<file path="src/rtl/idma_axi_pkg.sv">
// Shared AXI encodings and state type for the iDMA AXI blocks.
package idma_axi_pkg;

  localparam logic [1:0] BURST_INCR  = 2'b01;
  localparam logic [1:0] RESP_OKAY   = 2'b00;
  localparam logic [1:0] RESP_SLVERR = 2'b10;

  typedef enum logic {
    IDLE  = 1'b0,
    BURST = 1'b1
  } rd_slv_state_e;

endpackage

</file>
<file path="src/rtl/axi_rd_slv_rbuf.sv">
// Two-entry valid/ready skid buffer carrying R beats {id, data, resp, last}.
module axi_rd_slv_rbuf #(
  parameter int unsigned IDW = 4,
  parameter int unsigned DW  = 256
) (
  input  logic           clk,
  input  logic           rst_n,
  input  logic           wr_valid,
  input  logic [IDW-1:0] wr_id,
  input  logic [DW-1:0]  wr_data,
  input  logic [1:0]     wr_resp,
  input  logic           wr_last,
  output logic           rvalid,
  input  logic           rready,
  output logic [IDW-1:0] rid,
  output logic [DW-1:0]  rdata,
  output logic [1:0]     rresp,
  output logic           rlast,
  output logic [1:0]     count
);

  typedef struct packed {
    logic [IDW-1:0] id;
    logic [DW-1:0]  data;
    logic [1:0]     resp;
    logic           last;
  } rbeat_t;

  rbeat_t slots [2];
  logic   wr_ptr, rd_ptr;
  logic   pop;

  assign pop    = rvalid & rready;
  assign rvalid = (count != 2'd0);
  assign rid    = slots[rd_ptr].id;
  assign rdata  = slots[rd_ptr].data;
  assign rresp  = slots[rd_ptr].resp;
  assign rlast  = slots[rd_ptr].last;

  // NOTE: the slots are reset because they drive the R outputs directly,
  // which must read zero while reset is asserted.
  // NOTE: sequential state uses non-blocking assignments only.
  always_ff @(posedge clk or negedge rst_n) begin
    if (!rst_n) begin
      for (int i = 0; i < 2; i++) slots[i] <= '0;
      wr_ptr <= 1'b0;
      rd_ptr <= 1'b0;
      count  <= 2'd0;
    end else begin
      if (wr_valid) begin
        slots[wr_ptr] <= '{id: wr_id, data: wr_data, resp: wr_resp, last: wr_last};
        wr_ptr        <= ~wr_ptr;
      end
      if (pop) rd_ptr <= ~rd_ptr;
      count <= count + {1'b0, wr_valid} - {1'b0, pop};
    end
  end

endmodule

</file>
<file path="src/rtl/axi_rd_slv.sv">
// AXI3 read responder: queues AR requests and streams R beats from a 1-cycle-latency SRAM.
module axi_rd_slv
  import idma_axi_pkg::*;
#(
  parameter int unsigned AXI_IDW      = 4,
  parameter int unsigned AXI_DATA_WID = 256,
  parameter int unsigned AXI_STRBW    = AXI_DATA_WID / 8,
  parameter int unsigned AR_DEPTH     = 4,
  parameter int unsigned MEM_AW       = 12
) (
  input  logic                    aclk,
  input  logic                    aresetn,
  input  logic                    i_arvalid,
  output logic                    o_arready,
  input  logic [AXI_IDW-1:0]      i_arid,
  input  logic [31:0]             i_araddr,
  input  logic [3:0]              i_arlen,
  input  logic [2:0]              i_arsize,
  input  logic [1:0]              i_arburst,
  output logic                    o_rvalid,
  input  logic                    i_rready,
  output logic [AXI_IDW-1:0]      o_rid,
  output logic [AXI_DATA_WID-1:0] o_rdata,
  output logic [1:0]              o_rresp,
  output logic                    o_rlast,
  output logic                    mem_rd_en,
  output logic [MEM_AW-1:0]       mem_rd_addr,
  input  logic [AXI_DATA_WID-1:0] mem_rd_data
);

  localparam int unsigned OFFW = $clog2(AXI_STRBW);
  localparam int unsigned PTRW = $clog2(AR_DEPTH);

  typedef struct packed {
    logic [AXI_IDW-1:0] id;
    logic [MEM_AW-1:0]  addr;
    logic [3:0]         len;
    logic               err;
  } ar_entry_t;

  // AR queue: pointer FIFO with an extra wrap bit to tell full from empty.
  ar_entry_t   ar_mem [AR_DEPTH];
  ar_entry_t   ar_in, ar_head;
  logic [PTRW:0] ar_wr_ptr, ar_rd_ptr;
  logic        ar_full, ar_empty, ar_push, ar_pop, arready_en;
  logic        unused_addr_bits;

  assign ar_empty  = (ar_wr_ptr == ar_rd_ptr);
  assign ar_full   = (ar_wr_ptr[PTRW] != ar_rd_ptr[PTRW]) &&
                     (ar_wr_ptr[PTRW-1:0] == ar_rd_ptr[PTRW-1:0]);
  assign o_arready = arready_en & ~ar_full;
  assign ar_push   = i_arvalid & o_arready;
  assign ar_head   = ar_mem[ar_rd_ptr[PTRW-1:0]];

  assign ar_in.id   = i_arid;
  assign ar_in.addr = i_araddr[MEM_AW+OFFW-1:OFFW];
  assign ar_in.len  = i_arlen;
  assign ar_in.err  = (i_arburst != BURST_INCR) || (i_arsize != 3'(OFFW));
  assign unused_addr_bits = ^{i_araddr[31:MEM_AW+OFFW], i_araddr[OFFW-1:0]};

  // NOTE: queue storage needs no reset; the pointers alone define its contents.
  always_ff @(posedge aclk) begin
    if (ar_push) ar_mem[ar_wr_ptr[PTRW-1:0]] <= ar_in;
  end

  always_ff @(posedge aclk or negedge aresetn) begin
    if (!aresetn) begin
      ar_wr_ptr  <= '0;
      ar_rd_ptr  <= '0;
      arready_en <= 1'b0;
    end else begin
      arready_en <= 1'b1;
      if (ar_push) ar_wr_ptr <= ar_wr_ptr + 1'b1;
      if (ar_pop)  ar_rd_ptr <= ar_rd_ptr + 1'b1;
    end
  end

  rd_slv_state_e      state_q, state_d;
  logic [MEM_AW-1:0]  addr_q;
  logic [3:0]         beat_cnt_q;
  logic [AXI_IDW-1:0] id_q;
  logic               err_q;
  logic [1:0]         rbuf_count;
  logic               r_pop, credit, issue;
  logic               dl_valid, dl_last, dl_err, dl_rd;
  logic [AXI_IDW-1:0] dl_id;

  // A beat leaving the buffer this cycle frees its slot, so back-to-back
  // beats keep flowing while i_rready stays high.
  assign r_pop  = o_rvalid & i_rready;
  assign credit = (({1'b0, rbuf_count} + {2'b00, dl_valid}) - {2'b00, r_pop}) < 3'd2;
  assign issue  = (state_q == BURST) && credit;

  assign mem_rd_en   = issue & ~err_q;
  assign mem_rd_addr = addr_q;

  // NOTE: every signal written here gets a default first so no latch is inferred.
  always_comb begin
    state_d = state_q;
    ar_pop  = 1'b0;
    unique case (state_q)
      IDLE: begin
        if (!ar_empty) begin
          ar_pop  = 1'b1;
          state_d = BURST;
        end
      end
      BURST: begin
        if (issue && beat_cnt_q == 4'd0) state_d = IDLE;
      end
      default: state_d = IDLE;
    endcase
  end

  always_ff @(posedge aclk or negedge aresetn) begin
    if (!aresetn) begin
      state_q    <= IDLE;
      addr_q     <= '0;
      beat_cnt_q <= '0;
      id_q       <= '0;
      err_q      <= 1'b0;
      dl_valid   <= 1'b0;
      dl_id      <= '0;
      dl_last    <= 1'b0;
      dl_err     <= 1'b0;
      dl_rd      <= 1'b0;
    end else begin
      state_q <= state_d;
      if (ar_pop) begin
        addr_q     <= ar_head.addr;
        beat_cnt_q <= ar_head.len;
        id_q       <= ar_head.id;
        err_q      <= ar_head.err;
      end else if (issue) begin
        addr_q     <= addr_q + 1'b1;
        beat_cnt_q <= beat_cnt_q - 4'd1;
      end
      dl_valid <= issue;
      dl_id    <= id_q;
      dl_last  <= (beat_cnt_q == 4'd0);
      dl_err   <= err_q;
      dl_rd    <= issue & ~err_q;
    end
  end

  axi_rd_slv_rbuf #(
    .IDW (AXI_IDW),
    .DW  (AXI_DATA_WID)
  ) u_rbuf (
    .clk      (aclk),
    .rst_n    (aresetn),
    .wr_valid (dl_valid),
    .wr_id    (dl_id),
    .wr_data  (dl_rd ? mem_rd_data : '0),
    .wr_resp  (dl_err ? RESP_SLVERR : RESP_OKAY),
    .wr_last  (dl_last),
    .rvalid   (o_rvalid),
    .rready   (i_rready),
    .rid      (o_rid),
    .rdata    (o_rdata),
    .rresp    (o_rresp),
    .rlast    (o_rlast),
    .count    (rbuf_count)
  );

endmodule

</file>
<file path="config.mk">
export PLATFORM = sky130hd
export DESIGN_NAME = axi_rd_slv
export DESIGN_NICKNAME = d
export VERILOG_FILES = /design/src/rtl/idma_axi_pkg.sv /design/src/rtl/axi_rd_slv_rbuf.sv /design/src/rtl/axi_rd_slv.sv
export SDC_FILE = /design/constraint.sdc
export NUM_CORES = 1
export LEC_CHECK = 0
export BUFFER_PORTS_ARGS = -buffer_cell sky130_fd_sc_hd__buf_4
export CAP_MARGIN = 20
export CELL_PAD_IN_SITES_DETAIL_PLACEMENT = 1
export CELL_PAD_IN_SITES_GLOBAL_PLACEMENT = 1
export CORE_ASPECT_RATIO = 1.25
export CORE_MARGIN = 2
export CORE_UTILIZATION = 30
export CTS_CLUSTER_DIAMETER = 50
export CTS_CLUSTER_SIZE = 14
export DETAILED_ROUTE_END_ITERATION = 16
export PLACE_DENSITY_LB_ADDON = 0.1
export SYNTH_ARGS = -nofsm -noshare
export SYNTH_HDL_FRONTEND = slang
export SYNTH_SLANG_ARGS = --single-unit
</file>
<file path="constraint.sdc">
create_clock -name aclk -period 9.05 [get_ports aclk]
set_clock_uncertainty 0.2 [all_clocks]
set_input_delay 1.81 -clock aclk [delete_from_list [all_inputs] [get_ports aclk]]
set_output_delay 1.81 -clock aclk [all_outputs]
set_load 0.03 [all_outputs]
</file>
[After elaboration in Yosys (flattened, before gate mapping)]
Memories as Yosys holds them, arrays and structs flattened.
Index checks and enable logic that the tools add are counted.
Operators by class
  add/sub/neg operators: 8
  magnitude comparators: 4
  eq/ne operators: 5
  multiplexer cells: 18
  bitwise operators: 11
  reduce and logical (&&, ||, !) cells: 8
Operator list (count)
  $mux W263: 4
  $bwmux W526: 1
  $demux W263 S1: 1
  $mux W256: 1
  $mux W12: 2
  $add A12 B1 Y12 const B: 1
  $mux W4: 2
  $add A3 B1 Y3 const B: 2
  $mux W1: 5
  $not A1 Y1: 5
  $and A1 B1 Y1: 4
  $ge A2 B2 Y1 const B: 2
  $logic_and A1 B1 Y1: 4
  $logic_not A4 Y1: 1
  $not A1 Y2: 2
  $reduce_bool A2 Y1: 2
  $sub A4 B1 Y4 const B: 1
  $add A2 B1 Y3: 1
  $eq A3 B3 Y1: 1
  $lt A3 B2 Y1 const B: 1
  $ne A3 B3 Y1 const B: 1
  $sub A3 B1 Y3: 1
  $add A2 B1 Y2: 1
  $eq A2 B2 Y1: 1
  other kinds (7): 7
Storage, ports and cells
  register bits after elaboration: 567
  memory bits (writable): 84
  input bits: 305
  output and inout bits: 278
  logic and storage cells: 79
  memories kept: 1
Memory list
  ar_mem: depth 4, width 21, read ports 1, clocked after Yosys merged registers in 0, write ports 1, line axi_rd_slv.sv:42  | ar_entry_t ar_mem [AR_DEPTH];

[Depth between registers and ports, before layout]
Gate-level depths: netlist of the first run.
  depth in word-level cells: 8
  depth in mapped cells: 13
  mapped depth without buffers: 12

[Cells and area by module]
From an unflattened synthesis of the first run, not the netlist that was laid out.
Unflattened totals
  cells, all modules: 1992
  area, all modules: 29323.1 um2
Modules (own cells, without submodules)
  axi_rd_slv_rbuf: instances 1, cells each 1418, area an instance 22751.8 um2, sequential area each 13262.7 um2
  axi_rd_slv: instances 1, cells each 574, area an instance 6571.3 um2, sequential area each 3448.3 um2

[Least setup slack after synthesis of the first run]
Ideal clock, no wire load.
  path type: input to output
  start point: input i_rready
  end point: output mem_rd_en
  arrival time: 3.812 ns
  data required time: 7.040 ns
  setup slack: 3.228 ns
  cell stages on the path: 9
  path buffers: 1
  cells stage by stage: and2_1 ha_1 inv_1 ha_1 fa_1 and2b_1 nand2_1 buf_2 nor2_1
On the way
  longest elaborated chain between the ends: 5
Ends and longest elaborated chain
  from (decl): line axi_rd_slv.sv:21  | input logic i_rready,
  $and A1 B1 Y1: line axi_rd_slv.sv:90  | assign r_pop = o_rvalid & i_rready;
  $sub A3 B1 Y3: line axi_rd_slv.sv:91  | assign credit = (({1'b0, rbuf_count} + {2'b00, dl_valid}) - {2'b00, r_pop}) < 3'd2;
  $lt A3 B2 Y1: line axi_rd_slv.sv:91
  $logic_and A1 B1 Y1: line axi_rd_slv.sv:92  | assign issue = (state_q == BURST) && credit;
  $and A1 B1 Y1: line axi_rd_slv.sv:94  | assign mem_rd_en = issue & ~err_q;
  to (decl): line axi_rd_slv.sv:26  | output logic mem_rd_en,
No other way between the ends.

[Worst setup path in the final report of the first run]
  start point: input i_rready
  end point: output mem_rd_en
On the way
  longest elaborated chain between the ends: 5
Ends and longest elaborated chain
  $and A1 B1 Y1: line axi_rd_slv.sv:90
  net r_pop: line axi_rd_slv.sv:84  | logic r_pop, credit, issue;
  $sub A3 B1 Y3: line axi_rd_slv.sv:91
  $lt A3 B2 Y1: line axi_rd_slv.sv:91
  $logic_and A1 B1 Y1: line axi_rd_slv.sv:92
  $and A1 B1 Y1: line axi_rd_slv.sv:94
The timed path passes the listed nets, and every way through them passes these cells.

==> metrics, run 1 <==
outcome complete, no violations; Tot Pwr 0.0141 W; full die area ~94,000 um2; crit path time final about 6 ns; Yosys warnings 0; global placer's final weighted congestion 0.755; Clock Pin Slew Worst Setup and Hold Paths roughly 0.060 ns; Slew headroom between 20 and 30%; Max Slew Vio Count 0; Clock Latency Late Sink 0.62 ns; hold_sp id_q[2]; max_cap viols 0; Worst EP required 7.04 ns; total area of sequential cells ~17,000 um2; Synth area leader dfrtp_1; R2R depth 12; largest cells by area after synthesis dfrtp_1, mux2_2, nand2_1; layout cells sized above 1 33.1%; Setup TNS 0 ns; Initial Util 30.3%; final hold viol count 0; IO Count just under 600; DP HPWL 55,300 um; CP arrival 4.12 ns; critical path endpoint category output port; postcts setup bufs 0; Seq/Total Area, Yosys 60.8%; Layout area overhead 29.3%; Async SR Flop Fraction 87.1%; total track usage 17.9%; CP Class in -> out; Final Cell Area 35,400 um2; die span in y roughly 340 um; dpl cell area 32,600 um2; CTS tree built; Post-synth EDFFs 84; first-pass GRT wire length around 130,000 um; crit-path cells buf_4, and2_1, ha_1, inv_1, ha_1, fa_1, and2b_1, nand2_1, nor2_1, buf_4; chip width 274 um; PostCTS Resize Cnt 0; reg2reg start u_rbuf.count[1]; antenna-violating nets left 0; vias in the first global route 21,974; cell with the most instances after synthesis nand2_1; PortBufs roughly 560; hold_buf cts 0; Iteration-0 DRC Markers 797; synthesized area 27,400 um2; clock sinks 649; TritonCTS Buffers 83; DRT Wirelength 85,500 um; Final Cycle Share 67.7%; power per cell area 399 nW/um2; Worst path slowest cell fa_1; Hold WC Path Type reg -> reg; Final Util 39.2%; final setup violating endpoints 0; antenna violations before repair 15; Vias/cell 4.73; CP Max Fanout 11; CP peak stage delay around 0.50 ns; largest net degree at the start of global routing 253; Worst Hold Path EP dl_id[2]; Worst setup SP type input pin; Critical R2R Capture mem_rd_addr[4]; num rows around 120; Fillers 9,983; top cells by count, synth nand2_1, dfrtp_1, o21ai_0; htree depth 3; core area between 90,000 and 100,000 um2; DR pass1 iterations 4; Hold Crit Depth 0; Root Buffer clkbuf_16; Main synth FF type dfrtp_1; via count 20,334; Avg WL per Cell between 15 and 20 um; RSZ-0062 raised after global routing no; Distinct cells, synth 48; Worst Tran Pin Value roughly 1.1 ns; static leakage 16.2 nW; grt total ovfl 0; clk buf depth 3; net count reported at finish roughly 3,400; Max Freq 163 MHz; Mapped Nets 2,871; Mapped Avg Cell Area ~11 um2; Peak VDD IR 233 uV; Yosys reg bits 649; DRC 0; Reg2Reg Setup Slack 5.56 ns; multi-input combinational cell area 9930 um2; Mapped Cells 2,556; Yosys top cell area share 51.6%
[cells in the final DEF (no fill, tap or decap), drive strengths merged, types with 2 or more instances in the layout]
master | Yosys | layout
edfxtp | 84 | 84
o31ai | 2 | 2
clkbuf | 91 | 101
and3 | 7 | 7
ha | 9 | 9
xor2 | 7 | 7
or4 | 2 | 2
nand4 | 2 | 2
dfrtp | 565 | 565
and2 | 2 | 2
inv | 11 | 23
clkinv | 1 | 21
mux4 | 21 | 21
nand2b | 2 | 2
bufinv | 0 | 8
or3 | 2 | 2
nand3 | 6 | 6
xnor2 | 12 | 12
a31oi | 6 | 6
nand2 | 806 | 806
clkinvlp | 0 | 7
o21ai | 521 | 521
a311oi | 2 | 2
nor3 | 3 | 3
conb | 2 | 2
buf | 91 | 581
diode | 0 | 7
nor4 | 3 | 3
mux2 | 275 | 275
nor3b | 2 | 2
nor2 | 8 | 8
[layer usage]
layer,global-route usage (%),vias up,part of all wire (%)
li1,-,9612,-
met1,21.8,10133,41
met2,29.9,459,49
met3,6.27,116,7.7
met4,5.33,14,2.1
met5,0,-,0.11
[power by group]
group          switching [W]  internal [W]  leakage (nW)
clock                0.00135       0.00203          1.37
combinational        0.00370       0.00222          6.46
sequential          0.000682       0.00416          8.36
total                0.00573       0.00841          16.2
[kinds of logic after synthesis]
kind of cell,share of synthesized area (%)
compound gates,10.0
xor+xnor,0.662
fa+ha+maj,0.484
buf+inv,3.06
flops,60.8
mux,13.1
other cells,0.0274
simple gates,11.9
[per-stage QoR]
step	std cells	setup WS, ns	hold slack [ns]
2_1_floorplan	2556	3.23	0.154
3_3_place_gp	4142	2.93	0.163
3_5_place_dp	4142	2.91	0.167
4_1_cts	4290	2.89	0.177
5_1_grt	4297	2.77	0.178
6_report	4297	2.92	0.177
[worst max-delay path, delay by kind of cell]
family,cells,cell delay (ns)
and+or+nand+nor,4,0.99
adders and majority gates,3,0.96
buffers and inverters,3,0.35
[final cells by class]
cell class | instances | area share [%]
flip-flops and latches | 649 | 47.0
multi-input cells | 1713 | 28.0
repair buffers | 581 | 12.6
clock buffers | 101 | 6.36
well taps | 1187 | 4.19
clock inverters | 47 | 1.60
inverters | 12 | 0.131
diodes | 7 | 0.0494
[worst max path at each step]
stage,to,depth (start not counted),start
floorplan,mem_rd_en,9,i_rready
global placement,mem_rd_en,10,i_rready
detailed placement,mem_rd_en,10,i_rready
CTS,mem_rd_en,10,i_rready
global route,mem_rd_en,10,i_rready
finish,mem_rd_en,10,i_rready
[sequential cells by signal, indices dropped and copies added (netlist names)]
name,cells
u_rbuf.slots,524
ar_mem,84
mem_rd_addr,12
beat_cnt_q,4
dl_id,4
id_q,4
ar_rd_ptr,3
ar_wr_ptr,3
u_rbuf.count,2
arready_en,1
dl_err,1
dl_last,1
dl_rd,1
dl_valid,1
err_q,1
state_q,1
u_rbuf.rd_ptr,1
u_rbuf.wr_ptr,1
Power figures use the tool's default switching activity.
==> run 2, diff against run 1 <==
- clock period: 9.05 -> 6.3 ns (I/O delays scaled with it)
==> metrics, run 2 (synthesis gave the netlist of run 1 again) <==
DR top layer met5; Vias/cell 4.71 (-0.47%); Worst Tran Pin Value 1.22 ns (+0.136 ns); CP arrival 3.65 ns (-0.47 ns); outcome complete, no violations; most common cell after layout, fill and taps aside nand2_1; global placer's final weighted congestion 0.757 (+0.26%); Final Cycle Share between 80% and 90%; Peak VDD IR 234 uV (+0.46%); CP Max Fanout 11 (unchanged); net count reported at finish 3,355 (unchanged); Initial Util 30.3% (unchanged); Setup WS pre-CTS 1.19 ns (-1.72 ns); num rows 123 (unchanged); Root Buffer clkbuf_16; RSZ-0062 raised after global routing no; PostCTS Resize Cnt 0 (unchanged); Largest register FFs 524 (unchanged); metal1 wirelength 35,300 um (about the same); Avg WL per Cell 19.8 um (-0.68%); Worst setup SP type input pin; Clock Latency Late Sink 0.62 ns (about the same); grt total ovfl 0 (unchanged); hold_buf cts 0 (unchanged); DP HPWL 55,500 um (+0.40%); Iteration-0 DRC Markers 888 (+11%); CP Class in -> out; IO Count 583 (unchanged); vias in the first global route 21,733 (-1.1%); P_sw 0.00824 W (+44%); die span in y 342 um (unchanged); total track usage 17.8% (-0.11 points); internal power 0.0118 W (+40%); Final Util 39.1% (-0.15 points); post-route worst setup slack 1.19 ns (-1.74 ns); antenna-violating nets left 0 (unchanged); postcts setup bufs 0 (unchanged); DRC 0 (unchanged); DR pass1 iterations 6 (+2); first-pass GRT wire length 130,000 um (-0.59%); Max Freq 196 MHz; antenna violations before repair 16 (+1); crit path time final ~5.1 ns; core area 90,300 um2 (unchanged); Setup TNS 0 ns (unchanged); Slew headroom 18.4% (-9.0 points); Layout area overhead 28.8%; critical path endpoint category output port; chip width 274 um (unchanged); DRT Wirelength 84,900 um (-0.72%); TritonCTS Buffers 77 (-7.2%); Clock Pin Slew Worst Setup and Hold Paths 0.07 ns (about the same); final hold viol count 0 (unchanged); htree depth 3 (unchanged); clock sinks 649 (unchanged); largest net degree at the start of global routing 248 (-2.0%); Top reg by flops u_rbuf.slots; clk buf depth 3 (unchanged); layout cells sized above 1 33.0% (-0.043 points); Reg2Reg Setup Slack 2.67 ns (-2.89 ns); clock share of power 22.7% (-1.2 points); via count 20,230 (-0.51%); Max Slew Vio Count 0 (unchanged); power per cell area 568 nW/um2 (+42%); CTS tree built; combinational power share 42.5% (+0.7 points); most frequent cells in the layout nand2_1, buf_4, dfrtp_1, o21ai_0, mux2_2; final setup violating endpoints 0 (unchanged); max_cap viols 0 (unchanged); full die area 93,800 um2 (unchanged); routed wl met2 40,900 um (-1.9%); Worst EP required 4.84 ns (-2.20 ns); WL met3 6610 um (+0.24%); static leakage 16.1 nW (-0.41%); sequential power share 34.7% (+0.4 points); PortBufs 561 (unchanged); Sw Ratio 41.1% (+0.58 points); Hold WC Path Type reg -> reg
## run 2: metrics by stage
stage / instance area (um2) / hold slack (ns) / instances / total power (W)
2_1_floorplan: 27400 / 0.154 / 2556 / 0.0124
3_3_place_gp: 32700 / 0.163 / 4147 / 0.0154
3_5_place_dp: 32700 / 0.165 / 4147 / 0.0157
4_1_cts: 35300 / 0.184 / 4290 / 0.0204
5_1_grt: 35300 / 0.191 / 4295 / 0.0214
6_report: 35300 / 0.173 / 4295 / 0.0201
## run 2: worst paths after layout
check,from,cells past startpoint,end
worst max-delay path,i_rready,10,mem_rd_en
worst max register to register,u_rbuf.count[1],12,mem_rd_addr[4]
min in group asynchronous,aresetn,1,u_rbuf.slots[36]
worst min register to register,id_q[0],0,dl_id[0]
worst min-delay path,id_q[0],0,dl_id[0]
max in group asynchronous,aresetn,2,u_rbuf.slots[11]
## run 2: per-layer routing
layer / up-vias / GRT usage [%]
li1: 9595 / -
met1: 10006 / 21.9
met2: 479 / 29.6
met3: 126 / 6.17
met4: 24 / 5.06
met5: - / 0
## run 2: worst max-delay path: stages
cell and delay (ns):
buf_4 0.10, and2_1 0.16, ha_1 0.29, inv_1 0.04
ha_1 0.20, fa_1 0.51, and2b_1 0.27, nand2_1 0.35
nor2_1 0.26, buf_4 0.20
## run 2: power groups by stage
stage	Sequential [W]	Clock [W]	Combinational, W
3_5_place_dp	0.00710	0	0.00863
5_1_grt	0.00722	0.00489	0.00930
6_report	0.00696	0.00456	0.00853
4_1_cts	0.00703	0.00471	0.00867
3_3_place_gp	0.00694	0	0.00846
2_1_floorplan	0.00673	0	0.00572
## run 2: area by class of cell
cell class                 instances  area [um2]
tap                             1187        1490
inverter                          12        46.3
clock buffer                      92        2080
clock inverter                    51         533
antenna                            4        10.0
sequential                       649       16700
fill                            9917       55000
multi-input combinational       1713        9930
timing repair buffer             587        4560
